[config.mk]
export PLATFORM = sky130hd
export DESIGN_NAME = sample_packer
export DESIGN_NICKNAME = d
export VERILOG_FILES = /design/src/rtl/sample_packer_pkg.sv /design/src/rtl/packer_out_slot.sv /design/src/rtl/sample_packer.sv
export SDC_FILE = /design/constraint.sdc
export NUM_CORES = 1
export LEC_CHECK = 0
export ABC_AREA = 1
export CAP_MARGIN = 20
export CORE_MARGIN = 10
export CORE_UTILIZATION = 55
export CTS_BUF_LIST = sky130_fd_sc_hd__clkbuf_8
export DETAILED_ROUTE_END_ITERATION = 6
export PLACE_DENSITY = 0.86
export SYNTH_ARGS = -nofsm -noshare
export SYNTH_HDL_FRONTEND = slang
export SYNTH_HIERARCHICAL = 1
export SYNTH_SLANG_ARGS = --single-unit
[constraint.sdc]
create_clock -name i_clk -period 2.55 [get_ports i_clk]
set_input_delay 0.765 -clock i_clk [delete_from_list [all_inputs] [get_ports i_clk]]
set_output_delay 0.765 -clock i_clk [all_outputs]
set_load 0.005 [all_outputs]
[src/rtl/sample_packer_pkg.sv]
// Shared defaults and derived-width helpers for the sample packer.
// The parity helper is used when SAMPLE_PACKER_PARITY_EN is defined.
package sample_packer_pkg;

  localparam int SAMPLE_W_DEF = 3;
  localparam int PACK_N_DEF   = 5;
  localparam int PARITY_MAX_W = 64;

  function automatic int word_width(input int sample_w, input int pack_n);
    return sample_w * pack_n;
  endfunction

  function automatic int len_width(input int pack_n);
    return $clog2(pack_n + 1);
  endfunction

  function automatic logic xor_parity(input logic [PARITY_MAX_W-1:0] bits);
    return ^bits;
  endfunction

endpackage

[src/rtl/packer_out_slot.sv]
// Output word register with valid/ready hold; adds o_parity when
// SAMPLE_PACKER_PARITY_EN is defined.
module packer_out_slot
  import sample_packer_pkg::*;
#(
  parameter int WORD_W = 15,
  parameter int LEN_W  = 3
) (
  input  logic              i_clk,
  input  logic              i_rst,
  input  logic              load,
  input  logic [WORD_W-1:0] load_data,
  input  logic [LEN_W-1:0]  load_len,
  input  logic              i_ready,
  output logic              slot_free,
  output logic [WORD_W-1:0] o_data,
  output logic [LEN_W-1:0]  o_len,
`ifdef SAMPLE_PACKER_PARITY_EN
  output logic              o_parity,
`endif
  output logic              o_valid
);

  logic [WORD_W-1:0] data_r;
  logic [LEN_W-1:0]  len_r;
  logic              valid_r;

  // A new word may only land when the slot is empty or draining this cycle.
  assign slot_free = !valid_r || i_ready;

  // Word register: load replaces, an accepted word without reload empties the slot.
  always_ff @(posedge i_clk) begin
    if (i_rst) begin
      data_r  <= '0;
      len_r   <= '0;
      valid_r <= 1'b0;
    end else if (load) begin
      data_r  <= load_data;
      len_r   <= load_len;
      valid_r <= 1'b1;
    end else if (i_ready) begin
      valid_r <= 1'b0;
    end
  end

`ifdef SAMPLE_PACKER_PARITY_EN
  logic parity_r;

  // Parity travels with the word so it stays consistent while stalled.
  always_ff @(posedge i_clk) begin
    if (i_rst) begin
      parity_r <= 1'b0;
    end else if (load) begin
      parity_r <= xor_parity(PARITY_MAX_W'(load_data));
    end
  end

  assign o_parity = parity_r;
`endif

  assign o_data  = data_r;
  assign o_len   = len_r;
  assign o_valid = valid_r;

endmodule

[src/rtl/sample_packer.sv]
// Packs PACK_N narrow samples into one word with valid/ready output and flush.
// Optional o_parity port is enabled by SAMPLE_PACKER_PARITY_EN.
module sample_packer
  import sample_packer_pkg::*;
#(
  parameter  int SAMPLE_W = SAMPLE_W_DEF,
  parameter  int PACK_N   = PACK_N_DEF,
  localparam int WORD_W   = word_width(SAMPLE_W, PACK_N),
  localparam int LEN_W    = len_width(PACK_N)
) (
  input  logic                i_clk,
  input  logic                i_rst,
  input  logic [SAMPLE_W-1:0] i_data,
  input  logic                i_valid,
  output logic                o_ready,
  input  logic                i_flush,
  output logic [WORD_W-1:0]   o_data,
  output logic [LEN_W-1:0]    o_len,
  output logic                o_valid,
`ifdef SAMPLE_PACKER_PARITY_EN
  output logic                o_parity,
`endif
  input  logic                i_ready
);

  localparam logic [LEN_W-1:0] LAST_IDX = LEN_W'(PACK_N - 1);
  localparam logic [LEN_W-1:0] FULL_LEN = LEN_W'(PACK_N);

  logic [WORD_W-1:0] acc_r;
  logic [LEN_W-1:0]  cnt_r;
  logic              flush_pend_r;

  logic              slot_free_s;
  logic              ready_s;
  logic              accept_s;
  logic              complete_s;
  logic              flush_req_s;
  logic [WORD_W-1:0] acc_ins_s;
  logic [LEN_W-1:0]  cnt_ins_s;
  logic              load_s;
  logic [LEN_W-1:0]  load_len_s;

  // Stall only on a completing sample into an occupied slot, or while a flush waits.
  assign ready_s     = !flush_pend_r && (slot_free_s || (cnt_r != LAST_IDX));
  assign accept_s    = i_valid && ready_s;
  assign complete_s  = accept_s && (cnt_r == LAST_IDX);
  assign flush_req_s = i_flush || flush_pend_r;
  assign o_ready     = ready_s;

  // Accumulator and count as they would be after this cycle's accept.
  always_comb begin
    acc_ins_s = '0;
    for (int i = 0; i < PACK_N; i++) begin
      acc_ins_s[i*SAMPLE_W +: SAMPLE_W] = (accept_s && (cnt_r == LEN_W'(i))) ?
                                          i_data : acc_r[i*SAMPLE_W +: SAMPLE_W];
    end
    cnt_ins_s = accept_s ? (cnt_r + LEN_W'(1)) : cnt_r;
  end

  // A full word always ships; a flush ships the partial word only if non-empty.
  always_comb begin
    load_s     = 1'b0;
    load_len_s = '0;
    if (complete_s) begin
      load_s     = 1'b1;
      load_len_s = FULL_LEN;
    end else if (flush_req_s && slot_free_s && (cnt_ins_s != '0)) begin
      load_s     = 1'b1;
      load_len_s = cnt_ins_s;
    end else begin
      load_s     = 1'b0;
      load_len_s = '0;
    end
  end

  // Accumulator, fill count and pending-flush state.
  always_ff @(posedge i_clk) begin
    if (i_rst) begin
      acc_r        <= '0;
      cnt_r        <= '0;
      flush_pend_r <= 1'b0;
    end else if (load_s) begin
      acc_r        <= '0;
      cnt_r        <= '0;
      flush_pend_r <= 1'b0;
    end else begin
      acc_r        <= acc_ins_s;
      cnt_r        <= cnt_ins_s;
      flush_pend_r <= flush_req_s && !slot_free_s;
    end
  end

  packer_out_slot #(
    .WORD_W (WORD_W),
    .LEN_W  (LEN_W)
  ) u_slot (
    .i_clk     (i_clk),
    .i_rst     (i_rst),
    .load      (load_s),
    .load_data (acc_ins_s),
    .load_len  (load_len_s),
    .i_ready   (i_ready),
    .slot_free (slot_free_s),
    .o_data    (o_data),
    .o_len     (o_len),
`ifdef SAMPLE_PACKER_PARITY_EN
    .o_parity  (o_parity),
`endif
    .o_valid   (o_valid)
  );

endmodule

==> results of run 1 <==
==> layout by cell type (no fill, tap or decap) <==
| cell type | synthesis | routed |
|---|---|---|
| a21oi_1 | 3 | 3 |
| a21oi_2 | 1 | 1 |
| nand2_8 | 1 | 1 |
| nand3_4 | 1 | 1 |
| nor2_1 | 43 | 43 |
| o21ai_0 | 30 | 20 |
| nand4_1 | 5 | 5 |
| clkdlybuf4s50_1 | 0 | 26 |
| inv_1 | 43 | 43 |
| buf_4 | 0 | 21 |
| nand2_1 | 28 | 28 |
| and2_1 | 1 | 1 |
| clkdlybuf4s15_1 | 0 | 1 |
| buf_12 | 2 | 1 |
| nand2_2 | 1 | 1 |
| o21ai_1 | 3 | 13 |
| nand3_2 | 2 | 2 |
| dfxtp_1 | 38 | 38 |
| nand3_1 | 2 | 2 |
| inv_2 | 3 | 3 |
| inv_8 | 1 | 1 |
| bufinv_16 | 0 | 2 |
| nor2_4 | 3 | 3 |
| ha_1 | 5 | 5 |
| nor2_2 | 9 | 9 |
| nand2_4 | 2 | 2 |
| clkbuf_8 | 0 | 6 |
==> tightest hold or removal path, stage by stage, from the launching register on <==
cell	delay (ns)
dfxtp_1	0.33
o21ai_1	0.06
nor2_1	0.07
==> through the flow <==
stage | utilization | worst slack, ns | instance area [sq um] | TNS [ns] | cells
finish | 0.7639 | 0.05610 | 2332 | 0 | 326
global route | 0.7639 | -0.04227 | 2332 | -0.05053 | 326
CTS | 0.7635 | 0.01837 | 2331 | 0 | 326
detailed placement | 0.7172 | -0.2590 | 2190 | -3.586 | 318
global placement | 0.7172 | -0.2125 | 2190 | -1.435 | 318
floorplan | - | 0.4279 | 1757 | 0 | 230
==> layer usage <==
| layer | up-vias | share of wire | GRT usage |
|---|---|---|---|
| met3 | 8 | 0.076 | 0.06604 |
| met2 | 34 | 0.46 | 0.2287 |
| met4 | 0 | 0.019 | 0.05204 |
| met1 | 675 | 0.44 | 0.1453 |
| met5 | - | 0 | 0 |
| li1 | 805 | - | - |
==> power groups by stage <==
stage                     logic [uW]  clock network [uW]  registers (uW)
after floorplan                  246                   0             699
after global placement           421                   0             696
after detailed placement         429                   0             697
after CTS                        433                 643             684
after global routing             481                 667             693
final                            432                 632             684
==> state kept, by name, indices dropped and copies added (netlist names) <==
signal          cells
u_slot/o_data      15
cnt_r               3
acc_r              15
u_slot/o_len        3
flush_pend_r        1
u_slot/o_valid      1
==> cell type report <==
cell class	count	area (sq um)	share of cell area
clock inverters	2	60.06	0.02575
repair buffers	49	447.9	0.1921
clock buffers	6	82.58	0.03541
multi-input cells	140	742.0	0.3181
flip-flops and latches	38	760.7	0.3262
inverters	47	183.9	0.07886
well taps	44	55.05	0.02361
==> worst max-delay path by stage <==
stage            start  depth (start not counted)           endpoint
2_1_floorplan  i_ready                         14  u_slot/o_data[10]
3_3_place_gp   i_ready                          6            o_ready
3_5_place_dp   i_ready                          6            o_ready
4_1_cts        i_ready                          6            o_ready
5_1_grt        i_ready                          6            o_ready
6_report       i_ready                          6            o_ready
==> kinds of logic (layout without fill, tap and decap cells) <==
group                      after synthesis  after routing  share of synthesized area
and+or+nand+nor                         98             98                     0.2792
buffers and inverters                   52            104                     0.1446
DFF                                     38             38                     0.4330
AOI/OAI and AO/OA                       37             37                     0.1075
adders and majority gates                5              5                    0.03561
==> impl_metrics.tcl, run 1 <==
set metrics [dict create \
    internal-power_uw 1285 \
    min_to "u_slot/o_data[2]" \
    status "finished clean" \
    p_leak_uw 0.001189 \
    clock.fmax_mhz 401.0 \
    grt_pass1_vias 1584 \
    syn_nets 243 \
    rsz0062_at_grt "yes" \
    rr_worst_depth 13 \
    path_cells "clkdlybuf4s50_1 -> inv_1 -> nand2_1 -> inv_1 -> a21oi_1 -> clkdlybuf4s15_1" \
    clk_pin_slew_worst_paths_ns 0.07 \
    layout.nets 294 \
    sw_frac_of_total 0.2645 \
    synth_top_area_frac 0.4330 \
    hold_viol 0 \
    totalWireLength_microns 3831 \
    start_util 0.5754 \
    crit_required_ns 1.79 \
    grt_usage 0.1368 \
    finalCritPeriodShare 0.9780 \
    die_area_sq_um 5855 \
    power_density_nw_per_um2 749.2 \
    drc_errors 0 \
    reg2reg_slack_ns 0.55 \
    n_fill_cell 228 \
    globalplace.congestion 0.7963 \
    synth_edf_count 0 \
    hp-start "u_slot/o_data[2]" \
    root_buffer "clkbuf_8" \
    dpl.hpwl_microns 2734 \
    ys_seq_elements 38 \
    cts_resized 1 \
    wire_per_inst_microns 11.75 \
    synth_area_sq_um 1757 \
    cts-htree-levels 2 \
    synth_commonest_cells "inv_1 (43), nor2_1 (43), dfxtp_1 (38), o21ai_0 (30), nand2_1 (28)" \
    dr_total_vias 1522 \
    slew_viol_final 0 \
    crit_path_max_incr_delay_ns 0.45 \
    finalSetupViolCount 0 \
    cts_hold_buf 0 \
    hp-class "flop to flop" \
    cts_num_sinks 38 \
    fin_crit_ns 2.494 \
    core_area_sq_um 3053 \
    drive_gt1_frac 0.1915 \
    synth_flop_cell "dfxtp_1" \
    power_switching_uw 462.3 \
    critPathMaxFanout 2 \
    ant_nets 0 \
    path_buf_inv 4 \
    rows 20 \
    critPathSlowestCell "clkdlybuf4s50_1" \
    synthToLayoutAreaGrowth_pct 32.76 \
    clock_skew_ns 0.003111 \
    reg2reg_to "u_slot/o_data[5]" \
    cpLargestDelayFamily "buffers and inverters" \
    relSlewSlack 0.8019 \
    critPathArrivalTime_ns 1.73 \
    ys_warn_count 6 \
    tightest_slew_ns 0.2968 \
    postSynthCellCount 230 \
    clkPwrFrac 0.362 \
    cts_tree "done" \
    grt_pass1_wl_microns 6734 \
    numCtsBuffers 5 \
    r2r_start "cnt_r[0]" \
    first_pass_iters 4 \
    cts_buffer_depth 2 \
    hold_slack_ns 0.4976 \
    cpMostUsedCell "inv_1" \
    p_total_uw 1747 \
    crit_path_end_kind "output port" \
    vdd_drop_max_v 0.0006373 \
    portBuffers 27 \
    overflow 0 \
    die_height_microns 76.52 \
    yosys.area.top_type "dfxtp_1" \
    avgSynthCellArea_sq_um 7.638 \
    diodes 0 \
    startpoint_type "primary input" \
    yosys-top-cells-area "dfxtp_1 (43%), inv_1 (9.2%), nor2_1 (9.2%)" \
    seq_power_share 0.391 \
    die_x_microns 76.52 \
    drt_iter0_drc 142 \
    drv_cap 0 \
    seq_area_frac_synth 0.4330 \
    grt_max_degree 20 \
    worstSetupPathType "primary input to output port" \
    viasPerCell 4.669 \
    ys_async_sr_fraction 0 \
    postCtsSetupBuffers 0 \
    antenna_found_initial 0 \
    p_comb_frac 0.247 \
    io_pins 28 \
    worstHoldPathCells 2 \
    clk-insertion-delay-late_ns 0.29 \
    ys_types 24 \
]
Power figures use the tool's default switching activity.
==> run 2, diff against run 1 <==
--- a/config.mk
+++ b/config.mk
@@ -10,6 +10,7 @@
 export CORE_MARGIN = 10
 export CORE_UTILIZATION = 55
 export CTS_BUF_LIST = sky130_fd_sc_hd__clkbuf_8
+export CTS_CLUSTER_SIZE = 8
 export DETAILED_ROUTE_END_ITERATION = 6
 export PLACE_DENSITY = 0.86
 export SYNTH_ARGS = -nofsm -noshare
==> results of run 2 <==
No change in the layout: final DEF, timing and power equal those of run 1.
==> run 3, diff against run 2 <==
--- a/config.mk
+++ b/config.mk
@@ -8,11 +8,11 @@
 export ABC_AREA = 1
 export CAP_MARGIN = 20
 export CORE_MARGIN = 10
-export CORE_UTILIZATION = 55
+export CORE_UTILIZATION = 50
 export CTS_BUF_LIST = sky130_fd_sc_hd__clkbuf_8
 export CTS_CLUSTER_SIZE = 8
 export DETAILED_ROUTE_END_ITERATION = 6
-export PLACE_DENSITY = 0.86
+export PLACE_DENSITY = 0.82
 export SYNTH_ARGS = -nofsm -noshare
 export SYNTH_HDL_FRONTEND = slang
 export SYNTH_HIERARCHICAL = 1
==> constraint.sdc (replaced) <==
create_clock -name i_clk -period 2.1 [get_ports i_clk]
set_input_delay 0.63 -clock i_clk [delete_from_list [all_inputs] [get_ports i_clk]]
set_output_delay 0.63 -clock i_clk [all_outputs]
set_load 0.005 [all_outputs]
==> run 3 against run 2 <==
- sequential power grew 22%
- clock skew grew 0.0020 ns
- sequential cell count is the same
- critical path type is now primary input to flop
- largest cell class is now multi-input combinational cells
==> impl_metrics.tcl, run 3 (synthesis results as in run 1) <==
set metrics [dict create \
    critPathSlowestCell "clkdlybuf4s50_1" \
    rsz0062_at_grt "no" \
    clock.fmax_mhz 502.9 \
    io_pins 28 \
    portBuffers 27 \
    grt_pass1_wl_microns 7583 \
    vdd_drop_max_v 0.0006299 \
    cts-htree-levels 2 \
    p_leak_uw 0.001259 \
    postCtsSetupBuffers 0 \
    finalSetupViolCount 0 \
    layout.nets 301 \
    core_area_sq_um 3363 \
    rr_worst_depth 11 \
    antenna_found_initial 0 \
    min_to "u_slot/o_data[3]" \
    grt_usage 0.1466 \
    numCtsBuffers 5 \
    design_area_sq_um 2477 \
    finalCritPeriodShare 0.9469 \
    wl_met2_microns 2123 \
    cpMostUsedCell "nor2_1" \
    drt_iter0_drc 59 \
    clk-insertion-delay-late_ns 0.29 \
    final_common_cell "nor2_1" \
    dr_total_vias 1588 \
    dpl.hpwl_microns 2777 \
    viasPerCell 4.740 \
    first_pass_iters 4 \
    power_density_nw_per_um2 898.4 \
    hold_slack_ns 0.4903 \
    hp-start "u_slot/o_data[3]" \
    startpoint_type "primary input" \
    diodes 0 \
    highest_layer "met4" \
    worstSetupPathType "primary input to flop" \
    die_area_sq_um 6285 \
    cts_buffer_depth 2 \
    instances_no_fill 335 \
    hold_viol 0 \
    totalWireLength_microns 4205 \
    crit_path_max_incr_delay_ns 0.45 \
    hp-class "flop to flop" \
    slew_viol_final 0 \
    drive_gt1_frac 0.2734 \
    grt_pass1_vias 1715 \
    crit_path_end_kind "flop" \
    fin_crit_ns 1.988 \
    tightest_slew_ns 0.2990 \
    crit_required_ns 2.28 \
    final_cell_mix "nor2_1 (42), inv_1 (39), dfxtp_1 (37), buf_4 (26), clkdlybuf4s50_1 (24)" \
    placed_cell_area_sq_um 2250 \
    globalplace.congestion 0.8824 \
    critPathMaxFanout 19 \
    crit_path_start "i_flush" \
    reg2reg_slack_ns 0.12 \
    die_height_microns 79.28 \
    path_cells "clkdlybuf4s50_1 -> inv_1 -> a21oi_1 -> buf_4 -> nand3_2 -> nand2_2 -> nor2_4 -> inv_2 -> buf_12 -> inv_8 -> nor2_1 -> nor2_1" \
    ant_nets 0 \
    rows 21 \
    fin_util 0.7366 \
    root_buffer "clkbuf_8" \
    wire_per_inst_microns 12.55 \
    start_util 0.5223 \
    dp.cells 326 \
    status "finished clean" \
    worstHoldPathCells 2 \
    overflow 0 \
    clock_skew_ns 0.005131 \
    clk_pin_slew_worst_paths_ns 0.07 \
    drc_errors 0 \
    grt_max_degree 20 \
    critPathArrivalTime_ns 2.17 \
    die_x_microns 79.28 \
    relSlewSlack 0.8004 \
    drt-met1-wl_microns 1789 \
    synthToLayoutAreaGrowth_pct 41.03 \
    r2r_start "cnt_r[0]" \
    cts_tree "done" \
    drv_cap 0 \
    cts_hold_buf 0 \
    cts_num_sinks 38 \
    wl_met3_microns 239 \
    reg2reg_to "u_slot/o_data[5]" \
]
## run 3: cell count changes in the layout (fill, tap and decap cells not counted), sizes merged
| cell | previous run | this run |
|---|---|---|
| buf | 22 | 29 |
| dlymetal6s2s | 0 | 2 |
| clkdlybuf4s50 | 26 | 24 |
| clkdlybuf4s15 | 1 | 0 |
| bufbuf | 0 | 1 |
## run 3: repair_timing
item / in CTS / in global routing
setup endpoints to repair: 21 / 37
gates resized for setup: 17 / 23
gates cloned: 1 / 0
pin swaps: 0 / 1
## run 3: cell type report
class	instances	area (sq um)
clock inverter	2	60.06
timing repair buffer	56	538.0
inverter	47	188.9
clock buffer	6	82.58
sequential	38	762.0
fill	259	885.9
multi-input combinational	140	788.3
tap	46	57.56
## run 3: stage by stage
step           setup TNS, ns  power (uW)  setup WS, ns
3_3_place_gp          -9.632        1388       -0.4438
2_1_floorplan              0        1147        0.1129
3_5_place_dp          -10.76        1401       -0.4539
5_1_grt                    0        2329       0.01074
6_report                   0        2226        0.1116
4_1_cts              -0.1509        2213      -0.03344
## run 3: per-layer routing
layer	vias to the layer above	global-route usage
li1	812	-
met1	747	0.1624
met2	22	0.2488
met3	7	0.05293
met4	0	0.05914
met5	-	0
## run 3: worst max-delay path by stage
stage | end | slack, ns | cells past startpoint
after CTS | o_ready | -0.03 | 6
after floorplan | u_slot/o_data[10] | 0.11 | 14
after global routing | u_slot/o_data[5] | 0.01 | 13
after global placement | o_ready | -0.44 | 6
after detailed placement | o_ready | -0.45 | 6
final | u_slot/o_data[5] | 0.11 | 12
## run 3: where the power goes
group / switching (uW) / internal (uW) / leakage (uW)
clock: 261 / 507 / 0.0000714
combinational: 303 / 321 / 0.000877
sequential: 37.9 / 795 / 0.000311
## run 3: worst max-delay path: cells and delay by family
family | cells | cell delay, ns
AO/OA/AOI/OAI | 1 | 0.14
buffers and inverters | 6 | 0.95
AND/OR/NAND/NOR | 5 | 0.45
